===== config.mk =====
export PLATFORM = sky130hd
export DESIGN_NAME = rename_stage
export DESIGN_NICKNAME = d
export VERILOG_FILES = /design/src/rtl/riscv_pkg.sv /design/src/rtl/rename_stage_free_list.sv /design/src/rtl/rename_stage.sv
export SDC_FILE = /design/constraint.sdc
export NUM_CORES = 2
export LEC_CHECK = 0
export CORE_MARGIN = 2
export CORE_UTILIZATION = 35
export CTS_CLUSTER_SIZE = 28
export DETAILED_ROUTE_END_ITERATION = 10
export SYNTH_ARGS = -nofsm -noshare
export SYNTH_HDL_FRONTEND = slang
export SYNTH_SLANG_ARGS = --single-unit

===== constraint.sdc =====
create_clock -name clk_i -period 31.8 [get_ports clk_i]
set_input_delay 6.36 -clock clk_i [delete_from_list [all_inputs] [get_ports clk_i]]
set_output_delay 6.36 -clock clk_i [all_outputs]
set_load 0.01 [all_outputs]

===== src/rtl/riscv_pkg.sv =====
// Shared rename/dispatch types: register-file sizes, register index typedefs and
// the request/response records passed between rename and dispatch.
package riscv_pkg;
  localparam int NUM_A_REGS = 32;
  localparam int NUM_P_REGS = 64;
  localparam int AW         = $clog2(NUM_A_REGS);
  localparam int PW         = $clog2(NUM_P_REGS);
  localparam int FL_DEPTH   = NUM_P_REGS - NUM_A_REGS;
  localparam int FL_PW      = $clog2(FL_DEPTH);
  localparam int FL_CW      = FL_PW + 1;

  typedef logic [AW-1:0] areg_t;
  typedef logic [PW-1:0] preg_t;

  typedef struct packed {
    logic  valid;
    areg_t rs1;
    areg_t rs2;
    areg_t rd;
    logic  regwrite;
  } rename_req_t;

  typedef struct packed {
    logic  valid;
    preg_t prs1;
    preg_t prs2;
    preg_t prd;
    preg_t old_prd;
  } rename_rsp_t;
endpackage


===== src/rtl/rename_stage_free_list.sv =====
// Circular free list of physical registers: up to two pops from the head and two
// pushes at the tail per cycle, with an occupancy count.
module free_list
  import riscv_pkg::*;
(
  input  logic             clk_i,
  input  logic             rst_i,
  input  logic [1:0]       pop_num_i,
  input  logic [1:0]       push_valid_i,
  input  preg_t [1:0]      push_preg_i,
  output preg_t [1:0]      head_preg_o,
  output logic [FL_CW-1:0] count_o
);
  preg_t            r_mem [FL_DEPTH];
  logic [FL_PW-1:0] r_head;
  logic [FL_PW-1:0] r_tail;
  logic [FL_CW-1:0] r_count;

  logic [1:0]       w_push;
  logic [1:0]       w_push_num;
  logic [FL_PW-1:0] w_head1;
  logic [FL_PW-1:0] w_tail1;
  logic [FL_CW:0]   w_count_next;

  // Releasing p0 is meaningless, so such pushes are dropped before they reach the tail
  assign w_push[0]    = push_valid_i[0] && (push_preg_i[0] != '0);
  assign w_push[1]    = push_valid_i[1] && (push_preg_i[1] != '0);
  assign w_push_num   = {1'b0, w_push[0]} + {1'b0, w_push[1]};
  assign w_head1      = r_head + FL_PW'(1);
  assign w_tail1      = r_tail + FL_PW'(w_push[0]);
  assign w_count_next = {1'b0, r_count} - (FL_CW+1)'(pop_num_i) + (FL_CW+1)'(w_push_num);

  assign head_preg_o[0] = r_mem[r_head];
  assign head_preg_o[1] = r_mem[w_head1];
  assign count_o        = r_count;

  always_ff @(posedge clk_i or posedge rst_i) begin
    if (rst_i) begin
      for (int i = 0; i < FL_DEPTH; i++) r_mem[i] <= preg_t'(NUM_A_REGS + i);
      r_head  <= '0;
      r_tail  <= '0;
      r_count <= FL_CW'(FL_DEPTH);
    end else begin
      assert (w_count_next <= (FL_CW+1)'(FL_DEPTH));
      if (w_push[0]) r_mem[r_tail]  <= push_preg_i[0];
      if (w_push[1]) r_mem[w_tail1] <= push_preg_i[1];
      r_head  <= r_head + FL_PW'(pop_num_i);
      r_tail  <= r_tail + FL_PW'(w_push_num);
      r_count <= w_count_next[FL_CW-1:0];
    end
  end
endmodule


===== src/rtl/rename_stage.sv =====
// 2-wide register rename: RAT lookup with intra-pair bypass, destination allocation
// from free_list, and a registered output pair. RENAME_STATS_EN adds stat counters.
module rename_stage
  import riscv_pkg::*;
(
  input  logic         clk_i,
  input  logic         rst_i,
  input  logic [1:0]   in_valid_i,
  output logic         in_ready_o,
  input  areg_t [1:0]  in_rs1_i,
  input  areg_t [1:0]  in_rs2_i,
  input  areg_t [1:0]  in_rd_i,
  input  logic [1:0]   in_regwrite_i,
  output logic [1:0]   out_valid_o,
  input  logic         out_ready_i,
  output preg_t [1:0]  out_prs1_o,
  output preg_t [1:0]  out_prs2_o,
  output preg_t [1:0]  out_prd_o,
  output preg_t [1:0]  out_old_prd_o,
  input  logic [1:0]   ret_valid_i,
`ifdef RENAME_STATS_EN
  input  preg_t [1:0]  ret_preg_i,
  output logic [31:0]  stat_renamed_o,
  output logic [31:0]  stat_stall_o
`else
  input  preg_t [1:0]  ret_preg_i
`endif
);
  preg_t             r_rat [NUM_A_REGS];
  rename_rsp_t [1:0] r_out;

  rename_req_t [1:0] w_req;
  rename_rsp_t [1:0] w_rsp;
  preg_t [1:0]       w_head_preg;
  logic [FL_CW-1:0]  w_count;
  logic [1:0]        w_need;
  logic [1:0]        w_pop_num;
  logic              w_accept;

  always_comb begin
    for (int s = 0; s < 2; s++) begin
      w_req[s].valid    = in_valid_i[s];
      w_req[s].rs1      = in_rs1_i[s];
      w_req[s].rs2      = in_rs2_i[s];
      w_req[s].rd       = in_rd_i[s];
      w_req[s].regwrite = in_regwrite_i[s];
      w_need[s]         = in_valid_i[s] && in_regwrite_i[s] && (in_rd_i[s] != '0);
    end
  end

  assign in_ready_o = (!(r_out[0].valid || r_out[1].valid) || out_ready_i) &&
                      (w_count >= FL_CW'(2));
  assign w_accept   = in_ready_o && (|in_valid_i);
  assign w_pop_num  = w_accept ? ({1'b0, w_need[0]} + {1'b0, w_need[1]}) : 2'd0;

  free_list u_free_list (
    .clk_i        (clk_i),
    .rst_i        (rst_i),
    .pop_num_i    (w_pop_num),
    .push_valid_i (ret_valid_i),
    .push_preg_i  (ret_preg_i),
    .head_preg_o  (w_head_preg),
    .count_o      (w_count)
  );

  // Slot1 is younger, so it sees slot0's fresh destination instead of the stale RAT entry
  always_comb begin
    w_rsp = '0;
    if (w_req[0].valid) begin
      w_rsp[0].valid = 1'b1;
      w_rsp[0].prs1  = (w_req[0].rs1 == '0) ? '0 : r_rat[w_req[0].rs1];
      w_rsp[0].prs2  = (w_req[0].rs2 == '0) ? '0 : r_rat[w_req[0].rs2];
      if (w_need[0]) begin
        w_rsp[0].prd     = w_head_preg[0];
        w_rsp[0].old_prd = r_rat[w_req[0].rd];
      end
    end
    if (w_req[1].valid) begin
      w_rsp[1].valid = 1'b1;
      if (w_req[1].rs1 == '0)                           w_rsp[1].prs1 = '0;
      else if (w_need[0] && w_req[1].rs1 == w_req[0].rd) w_rsp[1].prs1 = w_rsp[0].prd;
      else                                              w_rsp[1].prs1 = r_rat[w_req[1].rs1];
      if (w_req[1].rs2 == '0)                           w_rsp[1].prs2 = '0;
      else if (w_need[0] && w_req[1].rs2 == w_req[0].rd) w_rsp[1].prs2 = w_rsp[0].prd;
      else                                              w_rsp[1].prs2 = r_rat[w_req[1].rs2];
      if (w_need[1]) begin
        w_rsp[1].prd     = w_need[0] ? w_head_preg[1] : w_head_preg[0];
        w_rsp[1].old_prd = (w_need[0] && w_req[1].rd == w_req[0].rd) ? w_rsp[0].prd
                                                                      : r_rat[w_req[1].rd];
      end
    end
  end

  // Slot1's write is issued last so a shared rd ends up mapped to the younger allocation
  always_ff @(posedge clk_i or posedge rst_i) begin
    if (rst_i) begin
      for (int a = 0; a < NUM_A_REGS; a++) r_rat[a] <= preg_t'(a);
    end else if (w_accept) begin
      if (w_need[0]) r_rat[w_req[0].rd] <= w_rsp[0].prd;
      if (w_need[1]) r_rat[w_req[1].rd] <= w_rsp[1].prd;
    end
  end

  always_ff @(posedge clk_i or posedge rst_i) begin
    if (rst_i) begin
      r_out <= '0;
    end else if (w_accept) begin
      r_out <= w_rsp;
    end else if (out_ready_i) begin
      r_out[0].valid <= 1'b0;
      r_out[1].valid <= 1'b0;
    end
  end

  always_comb begin
    for (int s = 0; s < 2; s++) begin
      out_valid_o[s]   = r_out[s].valid;
      out_prs1_o[s]    = r_out[s].prs1;
      out_prs2_o[s]    = r_out[s].prs2;
      out_prd_o[s]     = r_out[s].prd;
      out_old_prd_o[s] = r_out[s].old_prd;
    end
  end

`ifdef RENAME_STATS_EN
  logic [31:0] r_stat_renamed;
  logic [31:0] r_stat_stall;
  logic [31:0] w_nvalid;

  assign w_nvalid = 32'(in_valid_i[0]) + 32'(in_valid_i[1]);

  // Both counters stick at all-ones rather than wrapping
  always_ff @(posedge clk_i or posedge rst_i) begin
    if (rst_i) begin
      r_stat_renamed <= '0;
      r_stat_stall   <= '0;
    end else begin
      if (w_accept) begin
        if (r_stat_renamed > ('1 - w_nvalid)) r_stat_renamed <= '1;
        else                                  r_stat_renamed <= r_stat_renamed + w_nvalid;
      end
      if ((|in_valid_i) && !in_ready_o && (r_stat_stall != '1))
        r_stat_stall <= r_stat_stall + 32'd1;
    end
  end

  assign stat_renamed_o = r_stat_renamed;
  assign stat_stall_o   = r_stat_stall;
`endif
endmodule


==> summary.txt <==
RUN STATUS
------------------------------------------------------------------------------------------
Run status                                                                       completed

DRT
------------------------------------------------------------------------------------------
Number of remaining DRC errors                                                           0
Detailed Route Iter0 Violations                                                      4,552
Total wire length                                                                 139.0 mm
Vias                                                                                29,180
Vias per inst                                                                        6.915
Routed wire per std cell                                                          32.94 µm
TritonRoute pass-1 iters                                                                 8
Antenna Nets Post-Route                                                                  0

FLOORPLAN
------------------------------------------------------------------------------------------
Die Outline Area                                                                0.1017 mm²
I/O pin total                                                                          102
Die width                                                                         319.0 µm
Starting Density                                                                    35.28%
Core ar.                                                                       0.09842 mm²
Height of the chip                                                                319.0 µm
Number of standard-cell rows in the floorplan                                          115

YOSYS
------------------------------------------------------------------------------------------
Syn_nets                                                                             3,037
Area share of xor/xnor cells in the synthesized design                             0.7027%
Share of synthesized cell area in full adder, half adder and majority cells        0.8432%
Area fraction in and, or, nand and nor cells after synthesis                        8.670%
Count of yosys warnings during synthesis                                                 0
Post-Synthesis Cells                                                                 2,965
Number of flops mapped to enable cells by yosys                                          0
Share of Yosys cell area claimed by the top area cell type                          22.38%
Compound-gate portion of the synthesized area                                       12.91%
Dominant combinational cell family by area after synthesis                    multiplexers
Multiplexer share of the synthesized area                                           39.15%
Count of unique library cells instantiated by Yosys                                     84
Mean instance size in the synthesized netlist                                    11.71 µm²
Synth area leaders                                                            sky130_fd_sc_hd__mux4_2 (22%), sky130_fd_sc_hd__dfrtp_1 (19%), sky130_fd_sc_hd__dfstp_2 (15%)
Number of synthesized register bits                                                    450
Async set-reset flop share out of synthesis                                         100.0%
Dominant cell type by area after synthesis                                    sky130_fd_sc_hd__mux4_2
Commonest register cell after synthesis                                       sky130_fd_sc_hd__dfrtp_1
Post-synthesis cell area                                                       0.03472 mm²
Post-synthesis sequential area ratio                                                33.13%

POWER
------------------------------------------------------------------------------------------
Share of power burned in registers                                                   31.9%
Comb pwr share                                                                       52.8%
Net load switching power                                                           1843 µW
Reported leakage power                                                          0.01421 µW
Pwr Density                                                                   103.7 mW/mm²
Clock share of power                                                                 15.3%
Max rail drop VDD                                                                0.1643 mV
Switching power share of the total                                                  46.64%
Int Pwr                                                                            2109 µW

WORST SETUP PATH
------------------------------------------------------------------------------------------
Critical path capture point type                                                output pin
Top cell by count, worst path                                                 sky130_fd_sc_hd__clkdlybuf4s50_1
Startpoint of the worst-slack reg-to-reg timing path                          u_free_list.r_head[1]
RR Endpoint                                                                     r_rat[112]
Element type at the critical path start                                         input port
Startpoint of the worst setup timing path                                      out_ready_i
Req. time, crit path                                                              25.44 ns
Slowest CP cell                                                               sky130_fd_sc_hd__clkdlybuf4s50_1
Max Fanout on Critical Path                                                             19
Number of cells traversed by the worst register-to-register path                         8
R2r setup slk                                                                     27.75 ns
CP endpoint                                                                     in_ready_o
Category of the critical setup timing path                                    input port to output pin
Sequence of cells on the critical path                                        clkdlybuf4s50_1 > o21bai_1 > and2_1 > buf_4 > clkdlybuf4s50_1
Max stage delay on crit path                                                       0.69 ns
Arrival @ worst endpoint                                                           8.32 ns

MIN PATH
------------------------------------------------------------------------------------------
Worst min path class                                                          flop to flop
Hold Path Cell Cnt                                                                       2

TIMING
------------------------------------------------------------------------------------------
RSZ-0062 raised after global routing                                                 false
Total count of max-transition violations in the final report                             0
Setup TNS Final                                                                       0 ns
Post-Route Skew                                                                 0.02571 ns
Minimum clock period                                                              14.68 ns
Worst-Margin Slew                                                                 1.268 ns
Final count of hold timing violations                                                    0
Normalized max-slew margin                                                          15.26%
Period utilisation layout                                                           46.18%
Final setup vio count                                                                    0
Max frequency                                                                  0.06810 GHz

GLOBAL ROUTING
------------------------------------------------------------------------------------------
Via count of the first global-routing pass                                          27,940
Global-route wire length before repair                                            202.8 mm
Pin count of the biggest net entering global routing                                   140
Grt total ovfl                                                                           0
Number of antenna violations at the first check in global routing                        5
Total routing resource utilization after global routing                             26.80%

CLOCKING
------------------------------------------------------------------------------------------
H-tree Lvls                                                                              2
Cell chosen for the clock root                                                sky130_fd_sc_hd__clkbuf_16
Post-CTS Hold Buffers                                                                    0
Clock buffer count from CTS                                                             50
Buffers inserted by post-CTS timing repair                                               0
Post_cts resized                                                                         0
Buffer levels on the longest clock path                                                  3
Reg clk slew, reported paths                                                       0.06 ns
Clock insertion delay at the later pin of the skew report                          0.65 ns
Clock tree from TritonCTS                                                              yes
Sink count of the clock tree                                                           450

FINAL LAYOUT
------------------------------------------------------------------------------------------
Final layout net count                                                               2,963
Area growth from synthesis to layout                                                9.797%
Proportion of layout cells with a drive suffix above 1                              35.91%
Post-layout utilization of the core                                                 38.74%

PLACEMENT
------------------------------------------------------------------------------------------
Estimated wirelength of the detail-placed design                                  92.15 mm
Final GP Congestion                                                                  1.045
Port buffer count                                                                      101

FLOW RUN
------------------------------------------------------------------------------------------
Number of maximum-capacitance violations                                                 0

cell type report:
type	count	area, µm²
Multi-Input combinational cell	2184	21690
Inverter	29	116.4
Clock inverter	16	214.0
Antenna cell	1	2.502
Fill cell	9492	60290
Timing Repair Buffer	176	1534
Clock buffer	77	1454
Sequential cell	450	11510
Tap cell	1287	1610
Yosys cell counts, drive strengths merged, types with 7 or more instances:
cell,number
o211ai,7
dfrtp,257
mux4,345
xor2,7
nor3,20
nor2,272
clkbuf,145
or3,10
nor4,8
and3,7
a221oi,203
o221ai,40
inv,29
nor2b,15
nand2b,12
buf,157
nand4,20
a21oi,95
o22ai,12
ha,17
a22oi,48
o21ai,109
xnor2,20
a221o,7
a21o,11
a21boi,17
nand3b,9
nor3b,8
mux2i,223
nand2,138
dfstp,193
nand3,64
a211oi,7
mux2,319
and2,18
and3b,7
worst min path at each step:
| stage | endpoint | slack [ns] | from |
|---|---|---|---|
| final | out_prd_o[0] | 0.47 | out_prd_o[0] |
| after global routing | out_prd_o[0] | 0.49 | out_prd_o[0] |
| after CTS | out_prd_o[3] | 0.48 | out_prd_o[3] |
| after detailed placement | out_prd_o[3] | 0.47 | out_prd_o[3] |
| after global placement | out_prs2_o[4] | 0.46 | out_prs2_o[4] |
| after floorplan | r_rat[187] | 0.51 | r_rat[187] |
power groups by stage:
stage	sequential, µW	combinational, µW	clock (µW)
floorplan	1060	1460	0
global placement	1220	2010	0
detailed placement	1240	2030	0
CTS	1230	2040	611
global route	1270	2170	634
finish	1260	2090	604
registers in the layout, summed over array words and instances, names as in the netlist:
register and cells:
u_free_list.r_head 5, out_prs2_o 12, u_free_list.r_mem 192, r_rat 192, u_free_list.r_tail 5, out_old_prd_o 12
out_valid_o 2, out_prd_o 12, out_prs1_o 12, u_free_list.count_o 6
metal layers:
layer	vias to the layer above	share of wire [%]	global-route usage [%]
li1	11670	-	-
met1	14750	36	34.10
met2	2269	44	40.39
met3	495	13	8.440
met4	6	6.9	14.99
met5	-	0.028	0
critical path, delay by kind of cell:
family / cells / cell delay, ns
buffers and inverters: 3 / 1.50
AOI/OAI and AO/OA: 1 / 0.25
and+or+nand+nor: 1 / 0.19
kinds of logic after synthesis:
| logic type | Yosys count |
|---|---|
| AO/OA/AOI/OAI | 608 |
| adder cells (fa/ha/maj) | 21 |
| XOR/XNOR | 27 |
| buffers and inverters | 331 |
| AND/OR/NAND/NOR | 641 |
| multiplexers | 887 |
| flip-flops | 450 |
cell usage in the layout, fill, tap and decap left out, types with 40 or more instances in the layout:
| cell type | synthesis | routed |
|---|---|---|
| sky130_fd_sc_hd__buf_4 | 19 | 79 |
| sky130_fd_sc_hd__o21ai_0 | 107 | 107 |
| sky130_fd_sc_hd__clkbuf_16 | 0 | 51 |
| sky130_fd_sc_hd__dfstp_2 | 193 | 193 |
| sky130_fd_sc_hd__mux4_2 | 345 | 345 |
| sky130_fd_sc_hd__o221ai_1 | 40 | 40 |
| sky130_fd_sc_hd__mux2_2 | 315 | 315 |
| sky130_fd_sc_hd__a21oi_1 | 95 | 95 |
| sky130_fd_sc_hd__dfrtp_1 | 257 | 256 |
| sky130_fd_sc_hd__nand2_1 | 138 | 138 |
| sky130_fd_sc_hd__clkdlybuf4s50_1 | 0 | 88 |
| sky130_fd_sc_hd__mux2i_1 | 223 | 223 |
| sky130_fd_sc_hd__nor2_1 | 272 | 272 |
| sky130_fd_sc_hd__nand3_1 | 64 | 63 |
| sky130_fd_sc_hd__a221oi_1 | 203 | 203 |
| sky130_fd_sc_hd__a22oi_1 | 48 | 48 |
through the flow:
| step | hold WS, ns | cells | total power [µW] | instance area, µm² | setup WS (ns) |
|---|---|---|---|---|---|
| 3_5_place_dp | 0.4700 | 4126 | 3272 | 36460 | 17.15 |
| 4_1_cts | 0.4836 | 4219 | 3879 | 38120 | 17.15 |
| 5_1_grt | 0.4914 | 4219 | 4072 | 38120 | 17.12 |
| 2_1_floorplan | 0.5073 | 2965 | 2516 | 34720 | 13.22 |
| 3_3_place_gp | 0.4625 | 4126 | 3229 | 36460 | 17.17 |
| 6_report | 0.4742 | 4220 | 3952 | 38130 | 17.12 |
Note: power is estimated with default switching activity, not from simulation.
